### src/rtl/fir_ahb_slave.sv
// rtl/fir_ahb_slave.sv - AHB-Lite register front end and coefficient sequencer for the FIR core
// Optional: define FIR_ERR_STICKY_EN to make status bit8 a read-to-clear copy of err.
module fir_ahb_slave #(
  parameter int NUM_COEFF = 4,
  parameter int DATA_W    = 16
) (
  input  logic              clk,
  input  logic              n_rst,
  input  logic              hsel,
  input  logic [3:0]        haddr,
  input  logic              hsize,
  input  logic [1:0]        htrans,
  input  logic              hwrite,
  input  logic [DATA_W-1:0] hwdata,
  output logic [DATA_W-1:0] hrdata,
  output logic              hready,
  output logic              hresp,
  input  logic              modwait,
  input  logic              err,
  input  logic [DATA_W-1:0] fir_out,
  output logic              data_ready,
  output logic              load_coeff,
  output logic [DATA_W-1:0] sample_data,
  output logic [DATA_W-1:0] fir_coefficient
);
  localparam int IDX_W = (NUM_COEFF > 1) ? $clog2(NUM_COEFF) : 1;

  typedef enum logic [1:0] {C_IDLE, C_REQ, C_WAIT} cstate_e;

  logic              valid_q, valid_d;
  logic [3:0]        addr_q, addr_d;
  logic              size_q, size_d;
  logic              write_q, write_d;
  logic              err2_q, err2_d;
  logic              dr_q, dr_d;
  logic [DATA_W-1:0] sample_q, sample_d;
  logic [DATA_W-1:0] coeff_q [NUM_COEFF];
  logic [DATA_W-1:0] coeff_d [NUM_COEFF];
  logic              ncs_q, ncs_d;
  cstate_e           cstate_q, cstate_d;
  logic [IDX_W-1:0]  idx_q, idx_d;

  logic [2:0]        reg_sel;
  logic [IDX_W-1:0]  coeff_sel;
  logic              is_sample, is_coeff, is_ncs;
  logic              bad_access, err1, seq_busy, sample_stall;
  logic              wr_done, rd_done, seq_clear, err_bit;
  logic [DATA_W-1:0] rd_val;
  logic              unused_htrans0;

  assign unused_htrans0 = htrans[0];

  function automatic logic [DATA_W-1:0] merge(input logic [DATA_W-1:0] old_v,
                                              input logic [DATA_W-1:0] wd,
                                              input logic sz, input logic odd);
    merge = old_v;
    if (sz) merge = wd;
    else if (odd) merge[DATA_W-1:DATA_W/2] = wd[DATA_W-1:DATA_W/2];
    else merge[DATA_W/2-1:0] = wd[DATA_W/2-1:0];
  endfunction

  assign reg_sel   = addr_q[3:1];
  assign is_sample = (reg_sel == 3'd2);
  assign is_coeff  = (reg_sel >= 3'd3) && (reg_sel <= 3'd6);
  assign is_ncs    = (reg_sel == 3'd7);
  assign coeff_sel = IDX_W'(reg_sel - 3'd3);
  assign seq_busy  = (cstate_q != C_IDLE);

  // Writes to read-only registers and misaligned halfwords get the two-cycle error.
  assign bad_access = valid_q && ((write_q && (reg_sel <= 3'd1)) || (size_q && addr_q[0]));
  assign err1       = bad_access && !err2_q;

  // A rising modwait means the controller has taken the pending sample, so the stall lifts.
  assign sample_stall = valid_q && write_q && is_sample && !bad_access &&
                        ((dr_q && !modwait) || seq_busy);

  assign hready  = !(err1 || sample_stall);
  assign hresp   = err1 || err2_q;
  assign wr_done = valid_q && hready && !bad_access && write_q;
  assign rd_done = valid_q && hready && !bad_access && !write_q;
  assign err2_d  = err1;

  assign data_ready      = dr_q;
  assign sample_data     = sample_q;
  assign fir_coefficient = coeff_q[idx_q];

`ifdef FIR_ERR_STICKY_EN
  logic sticky_q, sticky_d;

  always_comb begin
    sticky_d = sticky_q;
    if (rd_done && (reg_sel == 3'd0)) sticky_d = 1'b0;
    if (err) sticky_d = 1'b1;
  end

  always_ff @(posedge clk or negedge n_rst) begin
    if (!n_rst) sticky_q <= 1'b0;
    else        sticky_q <= sticky_d;
  end

  assign err_bit = sticky_q;
`else
  assign err_bit = err;
`endif

  always_comb begin
    rd_val = '0;
    case (reg_sel)
      3'd0: begin
        rd_val[0] = modwait | dr_q;
        rd_val[8] = err_bit;
      end
      3'd1:    rd_val = fir_out;
      3'd2:    rd_val = sample_q;
      3'd7:    rd_val = {{(DATA_W-1){1'b0}}, ncs_q};
      default: rd_val = coeff_q[coeff_sel];
    endcase
    hrdata = (valid_q && !write_q && !bad_access) ? rd_val : '0;
  end

  always_comb begin
    cstate_d   = cstate_q;
    idx_d      = idx_q;
    load_coeff = 1'b0;
    seq_clear  = 1'b0;
    case (cstate_q)
      C_IDLE: if (ncs_q && !modwait && !dr_q) cstate_d = C_REQ;
      C_REQ: begin
        load_coeff = 1'b1;
        if (modwait) cstate_d = C_WAIT;
      end
      C_WAIT: begin
        if (!modwait) begin
          if (idx_q == IDX_W'(NUM_COEFF - 1)) begin
            idx_d     = '0;
            seq_clear = 1'b1;
            cstate_d  = C_IDLE;
          end else begin
            idx_d    = idx_q + 1'b1;
            cstate_d = C_REQ;
          end
        end
      end
      default: cstate_d = C_IDLE;
    endcase
  end

  always_comb begin
    valid_d  = valid_q;
    addr_d   = addr_q;
    size_d   = size_q;
    write_d  = write_q;
    sample_d = sample_q;
    coeff_d  = coeff_q;
    ncs_d    = ncs_q;
    dr_d     = dr_q;
    if (hready) begin
      valid_d = hsel && htrans[1];
      addr_d  = haddr;
      size_d  = hsize;
      write_d = hwrite;
    end
    if (dr_q && modwait) dr_d = 1'b0;
    if (wr_done && is_sample) begin
      sample_d = merge(sample_q, hwdata, size_q, addr_q[0]);
      dr_d     = 1'b1;
    end
    if (wr_done && is_coeff)
      coeff_d[coeff_sel] = merge(coeff_q[coeff_sel], hwdata, size_q, addr_q[0]);
    // Only the low byte lane carries bit0; the register is frozen while sequencing.
    if (wr_done && is_ncs && !seq_busy && (size_q || !addr_q[0])) ncs_d = hwdata[0];
    if (seq_clear) ncs_d = 1'b0;
  end

  always_ff @(posedge clk or negedge n_rst) begin
    if (!n_rst) begin
      valid_q  <= 1'b0;
      addr_q   <= '0;
      size_q   <= 1'b0;
      write_q  <= 1'b0;
      err2_q   <= 1'b0;
      dr_q     <= 1'b0;
      sample_q <= '0;
      for (int i = 0; i < NUM_COEFF; i++) coeff_q[i] <= '0;
      ncs_q    <= 1'b0;
      cstate_q <= C_IDLE;
      idx_q    <= '0;
    end else begin
      valid_q  <= valid_d;
      addr_q   <= addr_d;
      size_q   <= size_d;
      write_q  <= write_d;
      err2_q   <= err2_d;
      dr_q     <= dr_d;
      sample_q <= sample_d;
      coeff_q  <= coeff_d;
      ncs_q    <= ncs_d;
      cstate_q <= cstate_d;
      idx_q    <= idx_d;
    end
  end
endmodule
### config.mk
export PLATFORM = sky130hd
export DESIGN_NAME = fir_ahb_slave
export DESIGN_NICKNAME = d
export VERILOG_FILES = /design/src/rtl/fir_ahb_slave.sv
export SDC_FILE = /design/constraint.sdc
export NUM_CORES = 1
export LEC_CHECK = 0
export CAP_MARGIN = 20
export CORE_AREA = 5 5 105 107
export DETAILED_ROUTE_END_ITERATION = 12
export DIE_AREA = 0 0 110 112
export PLACE_DENSITY = 0.81
export SYNTH_ARGS = -nofsm -noshare
export SYNTH_HDL_FRONTEND = slang
export SYNTH_SLANG_ARGS = --single-unit
### constraint.sdc
create_clock -name clk -period 4 [get_ports clk]
set_input_delay 1.2 -clock clk [delete_from_list [all_inputs] [get_ports clk]]
set_output_delay 1.2 -clock clk [all_outputs]
set_load 0.01 [all_outputs]
Word-level counts from Yosys, hierarchy flattened --
Cells that the tools add are included.
Storage, ports and cells: bits in registers 94, logic and storage cells 121, input port bits 45
Cells by class: equality and inequality tests 10, multiplexer cells 35, magnitude comparators 6, bitwise gates (word level) 4, add/sub/neg operators 2, reductions and logical operators 49
Operators with widths (number):
- $mux 16 | 9
- $bmux 16 s2 | 2
- $bwmux 64 | 1
- $pmux 7 s3 | 2
- $demux 16 s2 | 1
- $mux 8 | 4
- $logic_and 1x1->1 | 25
- $mux 1 | 9
- $logic_not 1->1 | 8
- $mux 2 | 4
- $pmux 1 s4 | 2
- $reduce_bool 2->1 | 4
- $ge 3x3->1 const B | 2
- $ne 2x2->1 const B | 3
- $not 2->3 | 2
- $pmux 2 s3 | 1
- $reduce_and 2->1 | 3
- $logic_or 1x1->1 | 5
- $eq 2x2->1 const B | 2
- $eq 3x1->1 const B | 1
- $eq 3x2->1 const B | 1
- $eq 3x3->1 const B | 1
- $ge 3x2->1 const B | 1
- $le 3x1->1 const B | 1
- other kinds (12) | 12

Logic depth before layout (Yosys ltp) --
word-level depth 17, depth in mapped cells 9, depth with buffers taken out 6

Least setup slack after synthesis --
OpenSTA, ideal clock, no wires.
path kind register to output, start reg addr_q[1], end out hrdata[14], cell stages (with the launch flop) 10, data arrival time 2.597 ns, setup slack 0.203 ns, buffers on the path 4, path through dfrtp_1 buf_2 buf_4 inv_1 ha_1 clkbuf_1 clkbuf_1 mux4_2 a222oi_1 nor2_1
Between the ends: cells in the longest elaborated chain, start to end 7, elaborated cells between the ends (all ways) 18
RTL lines:
- from (decl) | line 31 | logic [3:0] addr_q, addr_d;
- from (signal assigned) | line 190 | addr_q <= addr_d;
- $sub 2x2->2 / $le 3x1->1 (equally long branches) | line 66, 70
- $not 2->3 (not written as such) / $logic_and 1x1->1 (equally long branches) | line 116, 70
- $bmux 16 s2 / $logic_or 1x1->1 (equally long branches) | line 116, 70
- $mux 16 (not written as such) / $logic_and 1x1->1 (equally long branches) | line 116, 70
- $mux 16 (not written as such) / $logic_not 1->1 (equally long branches) | line 116, 118
- $pmux 7 s3 / $logic_and 1x1->1 (equally long branches) | line 108, 118
- $mux 16 (*) | line 118 | hrdata = (valid_q && !write_q && !bad_access) ? rd_val : '0;
- to (decl) | line 15 | output logic [DATA_W-1:0] hrdata,
Mark *: on every way between the ends. The rest lies on a longest branch, timed or not. The select of a mux whose other input is x is not followed.

Worst setup path in the final report --
Ends and elaborated chain as after synthesis.

==> impl_metrics.json <==
{
  "synth_flop_cell": "dfrtp_1",
  "powerDensity_mw_per_mm2": 637,
  "place_congestion": 0.830,
  "max_freq_mhz": 254,
  "synthDominantAreaCellType": "dfrtp_1",
  "yosys_warnings": 0,
  "global_route.usage.met2_pct": 36.7,
  "place.port_buffers": 95,
  "cts_sinks": 94,
  "synthesis.instances": 354,
  "detailedRoute.firstPassIterationCount": 7,
  "layout-drive-gt1-share_pct": 39.1,
  "synthMuxAreaShare_pct": 38.2,
  "cap_violations": 0,
  "die_h_um": 112,
  "grtUsageMet3_pct": 5.57,
  "drt.antenna.violating_nets": 0,
  "depth_of_the_cts_h_tree": 3,
  "critical_path.startpoint_type": "flip-flop",
  "cts_made_buffers": 9,
  "timing.slew.headroom_pct": 45.7,
  "fraction_of_the_mapped_netlist_area_in_simple_logic_gates_pct": 6.91,
  "die_w_um": 110,
  "wl_um": 13400,
  "design.final.nets": 516,
  "hold_path_depth": 1,
  "clock-skew-final_ns": 0.00730,
  "syn_area_per_cell_um2": 14.6,
  "grt_antenna_before_repair": 0,
  "grt_pass1_wl_um": 21500,
  "layout-area-overhead-vs-synth_pct": 28.8,
  "timing.critical_path.slowest_stage_cell": "clkdlybuf4s50_1",
  "grt_start_max_net_pins": 39,
  "antenna_cells": 0,
  "finalHoldViolations": 0,
  "final_cell_mix": "94 x dfrtp_1, 86 x clkdlybuf4s50_1, 83 x mux2_2",
  "synth.cell_area_mm2": 0.00516,
  "combinational_family_with_the_most_area_after_synthesis": "multiplexers",
  "vdd_ir_drop_max_v": 0.000341,
  "synth_seq_area_share_pct": 45.6,
  "grt.met1_usage_pct": 31.0,
  "vias_per_cell": 6.15,
  "globalRoute.totalOverflow": 0,
  "worst_slew_pin_slew_ns": 0.812,
  "holdCritPathClass": "reg2reg",
  "initialDrtViolationCount": 290,
  "path_clk_slew_ns": 0.09,
  "synth_enable_flop_cells": 0,
  "drc": 0,
  "synth-seq-cells": 94,
  "final.min_clock_period_ns": 3.94,
  "io-pin-count": 97,
  "outcome": "completed",
  "synthAdderAreaFrac_pct": 1.21,
  "synth.top_cell.area_share_pct": 45.6,
  "total_number_of_vias": 3731,
  "r2r.worst_path.cells": 7,
  "globalRoute.busiestLayer": "met2",
  "tritoncts": "done",
  "insertion_delay_ns": 0.36,
  "layout_worst_path_cycle_share_pct": 98.6,
  "core_region_area_mm2": 0.0100,
  "fp.dieArea_mm2": 0.0123,
  "finalMaxSlewViolations": 0,
  "synth_compound_gate_area_share_pct": 5.33,
  "worst_path_dominant_cell_family": "buffers and inverters",
  "first_global_vias": 3922,
  "synthesis.nets": 404,
  "cts_buffer_depth": 2,
  "cp_data_required_time_ns": 2.80,
  "synth_xor_area_share_pct": 0,
  "post_cts_hold_buffer_count": 0,
  "place_worst_setup_slack_ns": 0.0256,
  "final_common_cell": "dfrtp_1",
  "worst_path_max_stage_delay_ns": 0.50,
  "worstPathMaxFanout": 13,
  "grt_setup_unrepaired": "yes",
  "finalSetupViolCount": 0,
  "worst_ep_arrival_time_ns": 2.74,
  "wire_per_inst_um": 22.0,
  "grt_resource_usage_total_pct": 23.1,
  "smallest_setup_slack_after_layout_ns": 0.0558,
  "critical_path_depth": 7,
  "worstPathCellList": "inv_1 > ha_2 > buf_12 > mux4_2 > a222oi_1 > nor2_1 > clkdlybuf4s50_1",
  "post_synth_main_area_contributors": "dfrtp_1 46%, mux2_2 18%, mux4_2 14%",
  "cts_root_buf": "clkbuf_8",
  "leakagePower_nw": 2.93,
  "worst-setup-path-type": "reg2out",
  "timing.critical_path.to_type": "output port",
  "async_set_or_reset_flop_fraction_in_the_synthesized_netlist_pct": 100,
  "layout.core_utilization_pct": 66.1,
  "timing.critical_path.buf_inv": 3,
  "synthDistinctLibCells": 39,
  "dp_hpwl_um": 9340,
  "starting_density_of_the_core_pct": 51.4,
  "placementRows": 37
}
## area by class of cell
cell class | count | area, um2
clock buffer | 12 | 165
clock inverter | 4 | 30.0
multi-input combinational | 234 | 2680
tap | 136 | 170
timing repair buffer | 122 | 1230
fill | 701 | 3400
sequential | 94 | 2350
inverter | 5 | 18.8
## where the power goes
group	internal [mW]	leakage (nW)	total, mW	switching, mW
logic	1.23	1.62	1.97	0.747
clock network	0.278	0.0986	0.612	0.334
registers	1.33	1.21	1.65	0.311
## Yosys cell counts, types with 5 or more instances
cell type / n
a222oi_1: 15
buf_4: 5
clkbuf_1: 10
dfrtp_1: 94
ha_1: 5
inv_1: 5
mux2_1: 5
mux2_2: 83
mux2_4: 16
mux4_2: 32
nand2_1: 10
nand2b_1: 5
nor2_1: 22
## worst paths after layout
check,slack [ns],startpoint,end
min in group asynchronous,0.79,n_rst,coeff_q[36]$_DFFE_PN0P_
setup reg to reg,1.33,addr_q[2]$_DFFE_PN0N_,sample_data[4]$_DFFE_PN0P_
hold / removal,0.45,err2_q$_DFF_PN0_,err2_q$_DFF_PN0_
hold reg to reg,0.45,err2_q$_DFF_PN0_,err2_q$_DFF_PN0_
max in group asynchronous,2.43,n_rst,addr_q[3]$_DFFE_PN0N_
setup / recovery,0.06,addr_q[1]$_DFFE_PN0N_,hrdata[14]
## per-layer routing
metal | routed length, um | up-vias
met5 | 0 | -
met4 | 295 | 0
met3 | 1100 | 25
met2 | 6760 | 174
met1 | 5200 | 1928
li1 | - | 1604
## what timing repair did
action                     CTS  global route
pin swaps                    0             1
setup endpoints to repair    2            13
buffers inserted             2             0
resized for setup            2             9
## worst reg2reg max path: cells and delay by family, from the launching register on
kind                       cells  cell delay, ns
buffers and inverters          2            0.24
and+or+nand+nor                2            1.16
adders and majority gates      1            0.19
muxes                          1            0.42
DFF                            1            0.38
AOI/OAI and AO/OA              1            0.17
## per-stage QoR
stage          power [mW]  cell area [um2]  hold WS [ns]  instances  setup TNS [ns]
3_5_place_dp         3.62             6380         0.434        589               0
6_report             4.23             6650         0.445        607               0
4_1_cts              4.26             6620         0.447        607               0
2_1_floorplan        2.77             5160         0.417        354               0
5_1_grt              4.49             6650         0.471        607          -0.212
3_3_place_gp         3.53             6380         0.430        589               0
## state kept, by name, summed over array words and instances, names as in the netlist
| register | cells |
|---|---|
| coeff_q | 64 |
| sample_data | 16 |
| addr_q | 4 |
| cstate_q | 2 |
| idx_q | 2 |
| data_ready | 1 |
| err2_q | 1 |
| ncs_q | 1 |
| size_q | 1 |
| valid_q | 1 |
| write_q | 1 |
## cells by family after synthesis
family	count (synthesis)
compound gates	33
fa+ha+maj	5
buf+inv	26
flops	94
mux	138
simple gates	58
(Power assumes the default switching activity.)
